**config.mk**
```make
export PLATFORM = sky130hd
export DESIGN_NAME = decode_stage_flat
export DESIGN_NICKNAME = d
export VERILOG_FILES = /design/src/rtl/decode_stage_if.sv /design/src/rtl/decode_stage.sv /design/src/flat_wrapper.sv
export SDC_FILE = /design/constraint.sdc
export NUM_CORES = 1
export LEC_CHECK = 0
export ABC_AREA = 1
export BUFFER_PORTS_ARGS = -buffer_cell sky130_fd_sc_hd__buf_2
export CORE_ASPECT_RATIO = 1.75
export CORE_MARGIN = 1
export CORE_UTILIZATION = 47
export CTS_BUF_LIST = sky130_fd_sc_hd__clkbuf_16
export CTS_CLUSTER_SIZE = 40
export DETAILED_ROUTE_END_ITERATION = 8
export GPL_ROUTABILITY_DRIVEN = 0
export PLACE_DENSITY = 0.74
export RECOVER_POWER = 25
export SLEW_MARGIN = 15
export SYNTH_ARGS = -nofsm -noshare
export SYNTH_HDL_FRONTEND = slang
export SYNTH_SLANG_ARGS = --single-unit
```
**constraint.sdc**
```tcl
create_clock -name clk -period 2.1 [get_ports clk]
set_clock_uncertainty 0.1 [all_clocks]
set_input_delay 0.21 -clock clk [delete_from_list [all_inputs] [get_ports clk]]
set_output_delay 0.21 -clock clk [all_outputs]
set_load 0.02 [all_outputs]
```
**src/rtl/decode_stage_if.sv**
```systemverilog
// rtl/decode_stage_if.sv - handshake bundle between fetch, decode_stage and its consumer
interface decode_stage_if #(
  parameter int IMMW = 8,
  parameter int RW   = 4
);
  logic            flush;
  logic            in_valid;
  logic            in_ready;
  logic [8:0]      in_instr;
  logic            out_valid;
  logic            out_ready;
  logic [8:0]      out_instr;
  logic [RW-1:0]   out_reg0;
  logic [RW-1:0]   out_reg1;
  logic [IMMW-1:0] out_imm;
  logic            out_use_imm;
  logic            out_illegal;
  logic            pfx_pending;

  modport master (
    output flush, in_valid, in_instr, out_ready,
    input  in_ready, out_valid, out_instr, out_reg0, out_reg1,
           out_imm, out_use_imm, out_illegal, pfx_pending
  );

  modport slave (
    input  flush, in_valid, in_instr, out_ready,
    output in_ready, out_valid, out_instr, out_reg0, out_reg1,
           out_imm, out_use_imm, out_illegal, pfx_pending
  );
endinterface

```
**src/rtl/decode_stage.sv**
```systemverilog
// rtl/decode_stage.sv - registered 9-bit ISA decode stage with IMMX immediate prefix chaining
module decode_stage #(
  parameter int IMMW = 8,
  parameter int RW   = 4
) (
  input logic          clk,
  input logic          reset,
  decode_stage_if.slave bus
);
  localparam int PW   = (IMMW > 4) ? IMMW - 4 : 1;
  localparam int MAXC = IMMW / 4 - 1;
  localparam int CW   = (MAXC > 0) ? $clog2(MAXC + 1) : 1;

  typedef enum logic {IDLE, PFX} pfx_state_t;
  pfx_state_t state, state_next;

  logic            fire, consume, is_pfx;
  logic [CW-1:0]   pfx_cnt;
  logic [IMMW-1:0] imm_full;
  logic [RW-1:0]   d_reg0, d_reg1;
  logic [IMMW-1:0] d_imm;
  logic            d_use_imm, d_illegal;

  assign bus.in_ready    = !bus.flush && (!bus.out_valid || bus.out_ready);
  assign fire            = bus.in_valid && bus.in_ready;
  assign consume         = fire && !is_pfx;
  assign bus.pfx_pending = (state == PFX);

  // Prefix register only exists when the immediate is wider than one chunk.
  generate
    if (IMMW > 4) begin : g_pfx
      logic [PW-1:0] pfx_reg;
      always_ff @(posedge clk) begin
        if (reset || bus.flush || consume) pfx_reg <= '0;
        else if (fire)                     pfx_reg <= PW'({pfx_reg, bus.in_instr[3:0]});
      end
      assign imm_full = {pfx_reg, bus.in_instr[3:0]};
    end else begin : g_no_pfx
      assign imm_full = bus.in_instr[3:0];
    end
  endgenerate

  always_ff @(posedge clk) begin
    if (reset || bus.flush || consume) pfx_cnt <= '0;
    else if (fire && pfx_cnt != CW'(MAXC)) pfx_cnt <= pfx_cnt + CW'(1);
  end

  always_ff @(posedge clk) begin
    if (reset) state <= IDLE;
    else       state <= state_next;
  end

  always_comb begin
    state_next = state;
    if (bus.flush)  state_next = IDLE;
    else if (fire)  state_next = is_pfx ? PFX : IDLE;
  end

  always_comb begin
    d_reg0    = '0;
    d_reg1    = '0;
    d_imm     = '0;
    d_use_imm = 1'b0;
    d_illegal = 1'b0;
    is_pfx    = 1'b0;
    casez (bus.in_instr)
      9'b00???????: begin
        d_reg0 = RW'(bus.in_instr[5:3]);
        d_reg1 = RW'(bus.in_instr[2:0]);
      end
      9'b01???????: begin
        d_reg0    = RW'(bus.in_instr[3:2]);
        d_reg1    = RW'(bus.in_instr[1:0]);
        d_use_imm = 1'b1;
      end
      9'b1000?????, 9'b10010????, 9'b11000????: begin
        d_imm     = imm_full;
        d_use_imm = 1'b1;
      end
      9'b101??????: d_reg0 = RW'(bus.in_instr[2:0]);
      9'b11001????: is_pfx = 1'b1;
      default:      d_illegal = 1'b1;
    endcase
  end

  always_ff @(posedge clk) begin
    if (reset) begin
      bus.out_valid   <= 1'b0;
      bus.out_instr   <= '0;
      bus.out_reg0    <= '0;
      bus.out_reg1    <= '0;
      bus.out_imm     <= '0;
      bus.out_use_imm <= 1'b0;
      bus.out_illegal <= 1'b0;
    end else if (bus.flush) begin
      bus.out_valid <= 1'b0;
    end else if (consume) begin
      bus.out_valid   <= 1'b1;
      bus.out_instr   <= bus.in_instr;
      bus.out_reg0    <= d_reg0;
      bus.out_reg1    <= d_reg1;
      bus.out_imm     <= d_imm;
      bus.out_use_imm <= d_use_imm;
      bus.out_illegal <= d_illegal;
    end else if (bus.out_ready) begin
      bus.out_valid <= 1'b0;
    end
  end
endmodule
```
**src/flat_wrapper.sv**
```systemverilog
// flat-port wrapper written by rule: the top's interface ports become plain ports
module decode_stage_flat 
#(
  parameter int IMMW = 8,
  parameter int RW   = 4
)
  (clk, reset, bus_flush, bus_in_valid, bus_in_instr, bus_out_ready, bus_in_ready, bus_out_valid, bus_out_instr, bus_out_reg0, bus_out_reg1, bus_out_imm, bus_out_use_imm, bus_out_illegal, bus_pfx_pending);
  decode_stage_if #(.IMMW(IMMW), .RW(RW)) bus_i ();
  input logic clk;
  input logic reset;
  input wire logic [$bits(bus_i.flush)-1:0] bus_flush;
  input wire logic [$bits(bus_i.in_valid)-1:0] bus_in_valid;
  input wire logic [$bits(bus_i.in_instr)-1:0] bus_in_instr;
  input wire logic [$bits(bus_i.out_ready)-1:0] bus_out_ready;
  output wire logic [$bits(bus_i.in_ready)-1:0] bus_in_ready;
  output wire logic [$bits(bus_i.out_valid)-1:0] bus_out_valid;
  output wire logic [$bits(bus_i.out_instr)-1:0] bus_out_instr;
  output wire logic [$bits(bus_i.out_reg0)-1:0] bus_out_reg0;
  output wire logic [$bits(bus_i.out_reg1)-1:0] bus_out_reg1;
  output wire logic [$bits(bus_i.out_imm)-1:0] bus_out_imm;
  output wire logic [$bits(bus_i.out_use_imm)-1:0] bus_out_use_imm;
  output wire logic [$bits(bus_i.out_illegal)-1:0] bus_out_illegal;
  output wire logic [$bits(bus_i.pfx_pending)-1:0] bus_pfx_pending;
  assign bus_i.flush = bus_flush;
  assign bus_i.in_valid = bus_in_valid;
  assign bus_i.in_instr = bus_in_instr;
  assign bus_i.out_ready = bus_out_ready;
  assign bus_in_ready = bus_i.in_ready;
  assign bus_out_valid = bus_i.out_valid;
  assign bus_out_instr = bus_i.out_instr;
  assign bus_out_reg0 = bus_i.out_reg0;
  assign bus_out_reg1 = bus_i.out_reg1;
  assign bus_out_imm = bus_i.out_imm;
  assign bus_out_use_imm = bus_i.out_use_imm;
  assign bus_out_illegal = bus_i.out_illegal;
  assign bus_pfx_pending = bus_i.pfx_pending;
  decode_stage #(.IMMW(IMMW), .RW(RW)) u_core (.clk(clk), .reset(reset), .bus(bus_i));
endmodule
```
==> flow_summary.toml, run 1 <==
[run_status]
status = "finished with violations"
violations = "DRC"

[routing]
drt_iter0_drc = 29
wl_met3_um = 131
vias = 1302
drtPass1Iterations = 6
wl_met2_mm = 1.69
drc = 2
highest_layer = "met4"
drtAntennaViolNets = 0
via_per_inst = 4.95
wirelength_met1_mm = 1.23
wirelength_mm = 3.10
routedWlPerCell_um = 11.8

[synthesis]
synth_warnings = 0
synth.most_common_cell = "nand2_1"
synth.distinct_cells = 24
synth_area_leaders = "dfxtp_1 (44%), nand2_1 (14%), nor2_1 (7.5%), a21oi_1 (6.8%), inv_1 (5.1%)"
synth_largest_area_cell = "dfxtp_1"
syn-instance-count = 196
synth_fa_ha_area_share_pct = 0
synth-xor-area-share_pct = 0
synthSimpleGateAreaFrac_pct = 32.4
synth_top_family_by_area = "simple AND/OR/NAND/NOR gates"
synth_ff_type = "dfxtp_1"
synth-edff-count = 0
synth.area.mux_share_pct = 0
synth_compound_area_share_pct = 12.1
yosysTopAreaCellShare_pct = 44.2
synth-seq-cells = 31
synth_common_cells = "nand2_1 (52), dfxtp_1 (31), nor2_1 (28), a21oi_1 (19), inv_1 (19)"
syn_area_per_cell_um2 = 7.17
async_reset_ff_share_pct = 0
synth.yosys.seq_area_share_pct = 44.2
syn_area_um2 = 1410

[finish]
nets = 250
register_area_um2 = 621
layout-drive-gt1-share_pct = 20.3
diodes = 0
multi_input_area_um2 = 633
design_area_um2 = 1700
area_growth_pct = 20.7
largest_reg_flops = 9
fillers = 291

[setup_path]
crit_path_start = "u_core.bus.out_valid$_SDFFE_PP0P_"
crit_buf_inv = 0
end_kind = "flip-flop"
crit_fanout = 19
crit_required_ns = 2.17
worst-setup-path-type = "reg2reg"
arrival_ns = 1.58
crit_end = "u_core.bus.out_imm[5]$_SDFFE_PP0P_"
crit_top_cell = "nand2_1"
r2r_start = "u_core.bus.out_valid$_SDFFE_PP0P_"
worstSetupStartpointType = "flip-flop"
critPathMaxStageDelay_ns = 0.43
crit_slowest_cell = "nor2_4"
critPathTopFamily = "simple AND/OR/NAND/NOR gates"
r2r_cells = 6
r2r_slack_ns = 0.59
timing.rr.end = "u_core.bus.out_imm[5]$_SDFFE_PP0P_"
cp.depth = 6
crit_path_cell_trace = "nand2_1 -> nand3_2 -> nor2_4 -> nand2_1 -> nand2_1 -> nor2_1"

[grt]
grt_pass1_vias = 1180
track_usage_pct = 21.5
grt_start_max_net_pins = 22
grt_pass1_wl_mm = 5.00
antenna_found_initial = 0
grt-ovfl-total = 0

[die]
die_h_um = 74.3
die_x_um = 43.3
start_util_pct = 50.5
coreArea_um2 = 2780
rows = 25
io_pins = 44
die_area_um2 = 3220

[power_and_ir_drop]
internal-power_mw = 1.09
p_leak_nw = 0.768
vdd_drop_max_uv = 670
p_seq_share_pct = 42.7
combPwrFrac_pct = 12.2
swShare_pct = 25.3
powerDensity_nw_per_um2 = 861
p_sw_uw = 369
pwr-share-clk_pct = 45.0

[sta]
fin_setup_tns_ns = 0
post-route-period-util_pct = 71.8
setup_slack_ns = 0.593
fmax_mhz = 664
hold_viol = 0
rsz0062_at_grt = "no"
drv_slew = 0
holdWs_ns = 0.123
finalSetupViolCount = 0
min_period_ns = 1.51

[worst_hold_path]
worstHoldPathType = "in2reg"
worstHoldPathCells = 2

[clocking]
cts_buffers = 5
cts_tree = "done"
cts_setup_buffers = 0
htreeDepth = 2
insertion_delay_ns = 0.27
clock_path_buffers = 2
cts_sinks = 31
cts_root_buffer = "clkbuf_16"
postCtsHoldBufs = 0
clkTransAtPathRegs_ns = 0.05
post_cts_resized = 0

[placement]
dpl_worst_slack_ns = 0.581
io_buffers = 41
hpwl_mm = 2.31
post_dp_cell_area_um2 = 1580

[run]
cap_viol_max_count = 0
-- worst reg2reg max path, cell delays in order, from the launching register on --
cell,delay (ns)
dfxtp_1,0.30
nand2_1,0.10
nand3_2,0.24
nor2_4,0.43
nand2_1,0.11
nand2_1,0.08
nor2_1,0.04
-- kinds of logic (layout without fill, tap and decap cells) --
family          count (synthesis)  after routing
simple gates                  101            101
compound gates                 32             32
flops                          31             31
buf+inv                        31             70
other cells                     1              2
-- power groups by stage --
stage / sequential, mW / combinational [mW] / clock, mW
2_1_floorplan: 0.663 / 0.105 / 0
3_3_place_gp: 0.635 / 0.180 / 0
3_5_place_dp: 0.635 / 0.182 / 0
4_1_cts: 0.624 / 0.183 / 0.669
5_1_grt: 0.627 / 0.199 / 0.684
6_report: 0.624 / 0.178 / 0.658
-- area by class of cell --
| type | instances | area share [%] |
|---|---|---|
| clock buffer | 5 | 7.38 |
| multi-input combinational | 135 | 37.3 |
| clock inverter | 2 | 0.517 |
| inverter | 21 | 4.65 |
| tap | 27 | 1.99 |
| sequential | 31 | 36.6 |
| timing repair buffer | 42 | 11.5 |
-- worst min-delay path by stage --
| stage | startpoint | slack (ns) | endpoint |
|---|---|---|---|
| after floorplan | bus_in_instr[4] | 0.24 | u_core.bus.out_instr[4]$_SDFFE_PP0P_ |
| after global placement | u_core.bus.out_instr[8]$_SDFFE_PP0P_ | 0.35 | u_core.bus.out_instr[8]$_SDFFE_PP0P_ |
| after detailed placement | u_core.bus.out_reg1[0]$_SDFFE_PP0P_ | 0.35 | u_core.bus.out_reg1[0]$_SDFFE_PP0P_ |
| after CTS | reset | 0.13 | u_core.bus.out_reg0[2]$_SDFFE_PP0P_ |
| after global routing | reset | 0.14 | u_core.bus.out_reg0[2]$_SDFFE_PP0P_ |
| final | reset | 0.12 | u_core.bus.out_reg0[2]$_SDFFE_PP0P_ |
-- through the flow --
step                      instances  total power [mW]  utilization, %
after floorplan                 197             0.769               -
after global placement          256             0.815            56.7
after detailed placement        256             0.817            56.7
after CTS                       263              1.48            61.5
after global routing            263              1.51            60.9
final                           263              1.46            60.9
-- layout by cell type, fill, tap and decap left out, types with 2 or more instances in the layout --
cell type and count:
nand2_1 52, dfxtp_1 31, nor2_1 28, buf_2 27
inv_1 19, a21oi_1 19, clkbuf_1 14, o21ai_0 10
nand3_1 8, clkbuf_16 5, nor2_4 3, nand2_2 3
inv_2 2, nand4_1 2, a21oi_2 2, conb_1 2
-- per-layer routing --
metal	vias up	global-route usage, %
met3	5	5.34
met1	578	21.6
met2	29	39.1
met4	0	12.5
met5	-	0
li1	690	-
(Power assumes the default switching activity.)
==> inputs of run 2 (changes only) <==
Settings changed: CORE_UTILIZATION 47 to 45, PLACE_DENSITY 0.74 to 0.75.
Clock period 2.1 ns to 1.31 ns, I/O delays scaled along.
==> run 2 against run 1 <==
- sequential power increased by 60%
- the run still ends with DRC left
- die area increased by 4.3%
- largest cell class unchanged
- via count grew 5.3%
- total power up 62%
==> flow_summary.toml, run 2 (synthesized netlist as in run 1, its figures left out) <==
[run_status]
status = "finished with violations"
violations = "DRC"

[power_and_ir_drop]
powerDensity_nw_per_um2 = 1320
p_leak_nw = 0.807
vdd_drop_max_uv = 936
p_total_mw = 2.37

[routing]
routedWlPerCell_um = 11.7
vias = 1371
drc = 3
via_per_inst = 4.81
drtPass1Iterations = 8
drt_iter0_drc = 60
drtAntennaViolNets = 0
wirelength_mm = 3.35

[setup_path]
timing.rr.end = "u_core.bus.out_reg1[2]$_SDFFE_PP0P_"
worstSetupStartpointType = "flip-flop"
critPathTopFamily = "simple AND/OR/NAND/NOR gates"
crit_required_ns = 1.41
crit_slowest_cell = "dfxtp_1"
r2r_start = "u_core.bus.out_valid$_SDFFE_PP0P_"
arrival_ns = 1.34
r2r_cells = 6
crit_fanout = 19
worst-setup-path-type = "reg2reg"
crit_top_cell = "nand2_2"
crit_path_cell_trace = "nand2_2 -> nand3_4 -> nor2_4 -> buf_12 -> nand2_2 -> a21oi_2"
critPathMaxStageDelay_ns = 0.31
cp.depth = 6
r2r_slack_ns = 0.07
end_kind = "flip-flop"
crit_end = "u_core.bus.out_reg1[2]$_SDFFE_PP0P_"
crit_buf_inv = 1
crit_path_start = "u_core.bus.out_valid$_SDFFE_PP0P_"

[die]
die_h_um = 75.9
io_pins = 44
start_util_pct = 47.5
die_x_um = 44.2
die_area_um2 = 3360
rows = 26
coreArea_um2 = 2960

[finish]
layout-drive-gt1-share_pct = 23.9
fillers = 285
final_cell_mix = "nand2_1 (50), dfxtp_1 (31), nor2_1 (27), buf_2 (27), inv_1 (20)"
finalNonFillerCells = 285
diodes = 0
final_common_cell = "nand2_1"
design_area_um2 = 1790
fin_util_pct = 60.6
area_growth_pct = 27.7
largest_reg_flops = 9
nets = 256

[placement]
place_inst = 276
hpwl_mm = 2.37
dpl_worst_slack_ns = -0.0665
io_buffers = 41
post_dp_cell_area_um2 = 1650

[worst_hold_path]
worstHoldPathType = "in2reg"
min-delay-start = "reset"

[clocking]
clock_path_buffers = 2
cts_root_buffer = "clkbuf_16"
postCtsHoldBufs = 0
cts_sinks = 31
htreeDepth = 2
cts_buffers = 5
cts_setup_buffers = 0
insertion_delay_ns = 0.27
cts_tree = "done"
clkTransAtPathRegs_ns = 0.05

[grt]
track_usage_pct = 21.4
grt_pass1_vias = 1203
grt-ovfl-total = 0
grt_pass1_wl_mm = 5.29
antenna_found_initial = 0
grt_start_max_net_pins = 20

[sta]
holdWs_ns = 0.0282
rsz0062_at_grt = "no"
hold_viol = 0
fin_setup_tns_ns = 0
drv_slew = 0
post-route-period-util_pct = 94.5
finalSetupViolCount = 0
min_period_ns = 1.24
setup_slack_ns = 0.0719
fmax_mhz = 808

[run]
cap_viol_max_count = 0
[run 2: layout make-up]
class	instances	area, um2	share of cell area, %
well taps	42	52.6	2.93
inverters	21	78.8	4.39
repair buffers	47	245	13.7
clock buffers	5	125	6.97
clock inverters	3	12.5	0.697
flip-flops and latches	31	621	34.6
multi-input cells	136	659	36.8
[run 2: repair_timing]
item / in CTS / in global routing
gates cloned: 1 / 0
pin swaps: 1 / 0
endpoints found under the setup margin: 5 / 23
resized for setup: 2 / 4
[run 2: report_power, final]
group / switching, mW / total (mW) / internal [mW] / leakage [nW]
Combinational: 0.211 / 0.313 / 0.102 / 0.479
Clock: 0.374 / 1.06 / 0.683 / 0.0762
Sequential: 0.0176 / 1.00 / 0.984 / 0.253
[run 2: layer usage]
layer	wire length, um	track usage [%]
met1	1200	21.3
met2	1910	39.0
met3	170	6.19
met4	66	8.18
met5	0	0
[run 2: worst min path at each step]
stage | slack (ns) | cells past startpoint | endpoint
finish | 0.03 | 2 | u_core.bus.out_instr[5]$_SDFFE_PP0P_
global route | 0.05 | 2 | u_core.bus.out_imm[3]$_SDFFE_PP0P_
CTS | 0.04 | 2 | u_core.bus.out_instr[5]$_SDFFE_PP0P_
detailed placement | 0.31 | 2 | u_core.bus.out_imm[3]$_SDFFE_PP0P_
global placement | 0.32 | 2 | u_core.bus.out_instr[5]$_SDFFE_PP0P_
floorplan | 0.17 | 2 | u_core.bus.out_instr[4]$_SDFFE_PP0P_
==> inputs of run 3 (changes only) <==
Settings changed: CORE_UTILIZATION 45 to 47, PLACE_DENSITY 0.75 to 0.74.
Clock period 1.31 ns to 1.24 ns, I/O delays scaled along.
==> run 3 against run 2 <==
- the run still ends with DRC left
- total power rose by 18%
- utilization rose by 7.8 points
- non-clock buffer count rose by 3
- routed wire length rose by 6.5%
- count of clock-buffer cells in the layout did not move
- register-to-register slack got worse by 0.05 ns
- maximum frequency rose by 2.0%
- first-iteration DRC count fell by 8.3%
- critical path type unchanged
- largest power group unchanged
- highest routed layer unchanged
==> flow_summary.toml, run 3 (synthesized netlist as in run 1, its figures left out) <==
[run_status]
violations = "DRC"
status = "finished with violations"

[setup_path]
crit_slowest_cell = "dfxtp_2"
end_kind = "flip-flop"
crit_fanout = 5
crit_required_ns = 1.36
critPathMaxStageDelay_ns = 0.33
arrival_ns = 1.33
worst-setup-path-type = "reg2reg"
worstSetupStartpointType = "flip-flop"
crit_path_cell_trace = "nand2_4 -> nand3_4 -> buf_12 -> nor2_4 -> nand3_2 -> a21oi_2"

[sta]
post-route-period-util_pct = 97.9
hold_viol = 0
fmax_mhz = 824
finalSetupViolCount = 0
setup_slack_ns = 0.0259
min_period_ns = 1.21
fin_setup_tns_ns = 0
drv_slew = 0
holdWs_ns = 0.0262

[power_and_ir_drop]
vdd_drop_max_uv = 1290
powerDensity_nw_per_um2 = 1460
p_leak_nw = 0.854

[run]
cap_viol_max_count = 0

[grt]
met2_usage_pct = 40.9
grt_pass1_vias = 1260
antenna_found_initial = 0
grt_pass1_wl_mm = 5.41
busiest_layer = "met2"
grt_start_max_net_pins = 20
track_usage_pct = 23.4
grt-ovfl-total = 0
grt_util_met3_pct = 8.25
use_met1_pct = 23.7

[routing]
routedWlPerCell_um = 13.0
drtPass1Iterations = 7
drtAntennaViolNets = 0
drt_iter0_drc = 55
wirelength_mm = 3.56
drc = 4
via_per_inst = 5.09
vias = 1390

[die]
coreArea_um2 = 2780
io_pins = 44
die_area_um2 = 3220
start_util_pct = 50.5
die_x_um = 43.3
die_h_um = 74.3
rows = 25

[clocking]
clock_path_buffers = 2
cts_root_buffer = "clkbuf_16"
clkTransAtPathRegs_ns = 0.05
htreeDepth = 2
cts_buffers = 5
insertion_delay_ns = 0.28
postCtsHoldBufs = 0
cts_tree = "done"
cts_sinks = 31

[finish]
layout-drive-gt1-share_pct = 29.3
final_common_cell = "nand2_1"
finalNonFillerCells = 273
fin_util_pct = 68.4
diodes = 0
final_cell_mix = "nand2_1 (50), dfxtp_1 (30), buf_2 (28), nor2_1 (24), inv_1 (18)"
nets = 259
area_growth_pct = 35.6
largest_reg_flops = 9

[placement]
io_buffers = 41
hpwl_mm = 2.33
dpl_worst_slack_ns = -0.0601
place_inst = 262

[worst_hold_path]
worstHoldPathType = "in2reg"
==> run 3: through the flow <==
stage               power, mW  instance area, um2
floorplan                1.30                1420
global placement         1.40                1650
detailed placement       1.40                1650
CTS                      2.78                1830
global route             2.88                1910
finish                   2.79                1910
==> run 3: final timing paths <==
kind / from / depth (start not counted) / slack [ns] / to
setup / recovery: u_core.bus.out_valid$_SDFFE_PP0P_ / 6 / 0.03 / u_core.bus.out_imm[1]$_SDFFE_PP0P_
hold / removal: reset / 2 / 0.03 / u_core.bus.out_reg0[2]$_SDFFE_PP0P_
setup reg to reg: u_core.bus.out_valid$_SDFFE_PP0P_ / 6 / 0.03 / u_core.bus.out_imm[1]$_SDFFE_PP0P_
hold reg to reg: u_core.bus.out_reg1[0]$_SDFFE_PP0P_ / 2 / 0.36 / u_core.bus.out_reg1[0]$_SDFFE_PP0P_
==> run 3: power breakdown <==
group / leakage (nW) / switching [mW] / internal [mW] / total [mW]
Clock: 0.0812 / 0.431 / 0.935 / 1.37
Sequential: 0.253 / 0.0184 / 1.04 / 1.06
Combinational: 0.520 / 0.240 / 0.127 / 0.367
Total: 0.854 / 0.689 / 2.10 / 2.79
==> run 3: timing repair <==
item                                    CTS  global route
buffers inserted                          0             1
endpoints found under the setup margin   13            29
cloned                                    1             1
resized for setup                         6            13
pin swaps                                 1             4
==> run 3: critical path, delay by kind of cell, from the launching register on <==
family,cells,cell delay [ns]
AND/OR/NAND/NOR,4,0.42
flip-flops,1,0.33
buffers and inverters,1,0.17
AO/OA/AOI/OAI,1,0.13
==> run 3: final cells by class <==
type                       count  area (um2)
clock buffer                   5         125
multi-input combinational    136         708
inverter                      21        78.8
timing repair buffer          50         299
fill                         256         878
tap                           27        33.8
clock inverter                 3        38.8
sequential                    31         622
==> run 3: routing by layer <==
layer | wire length (um) | share of wire (%)
met1 | 1390 | 39
met2 | 1940 | 55
met3 | 179 | 5.0
met4 | 53 | 1.5
met5 | 0 | 0
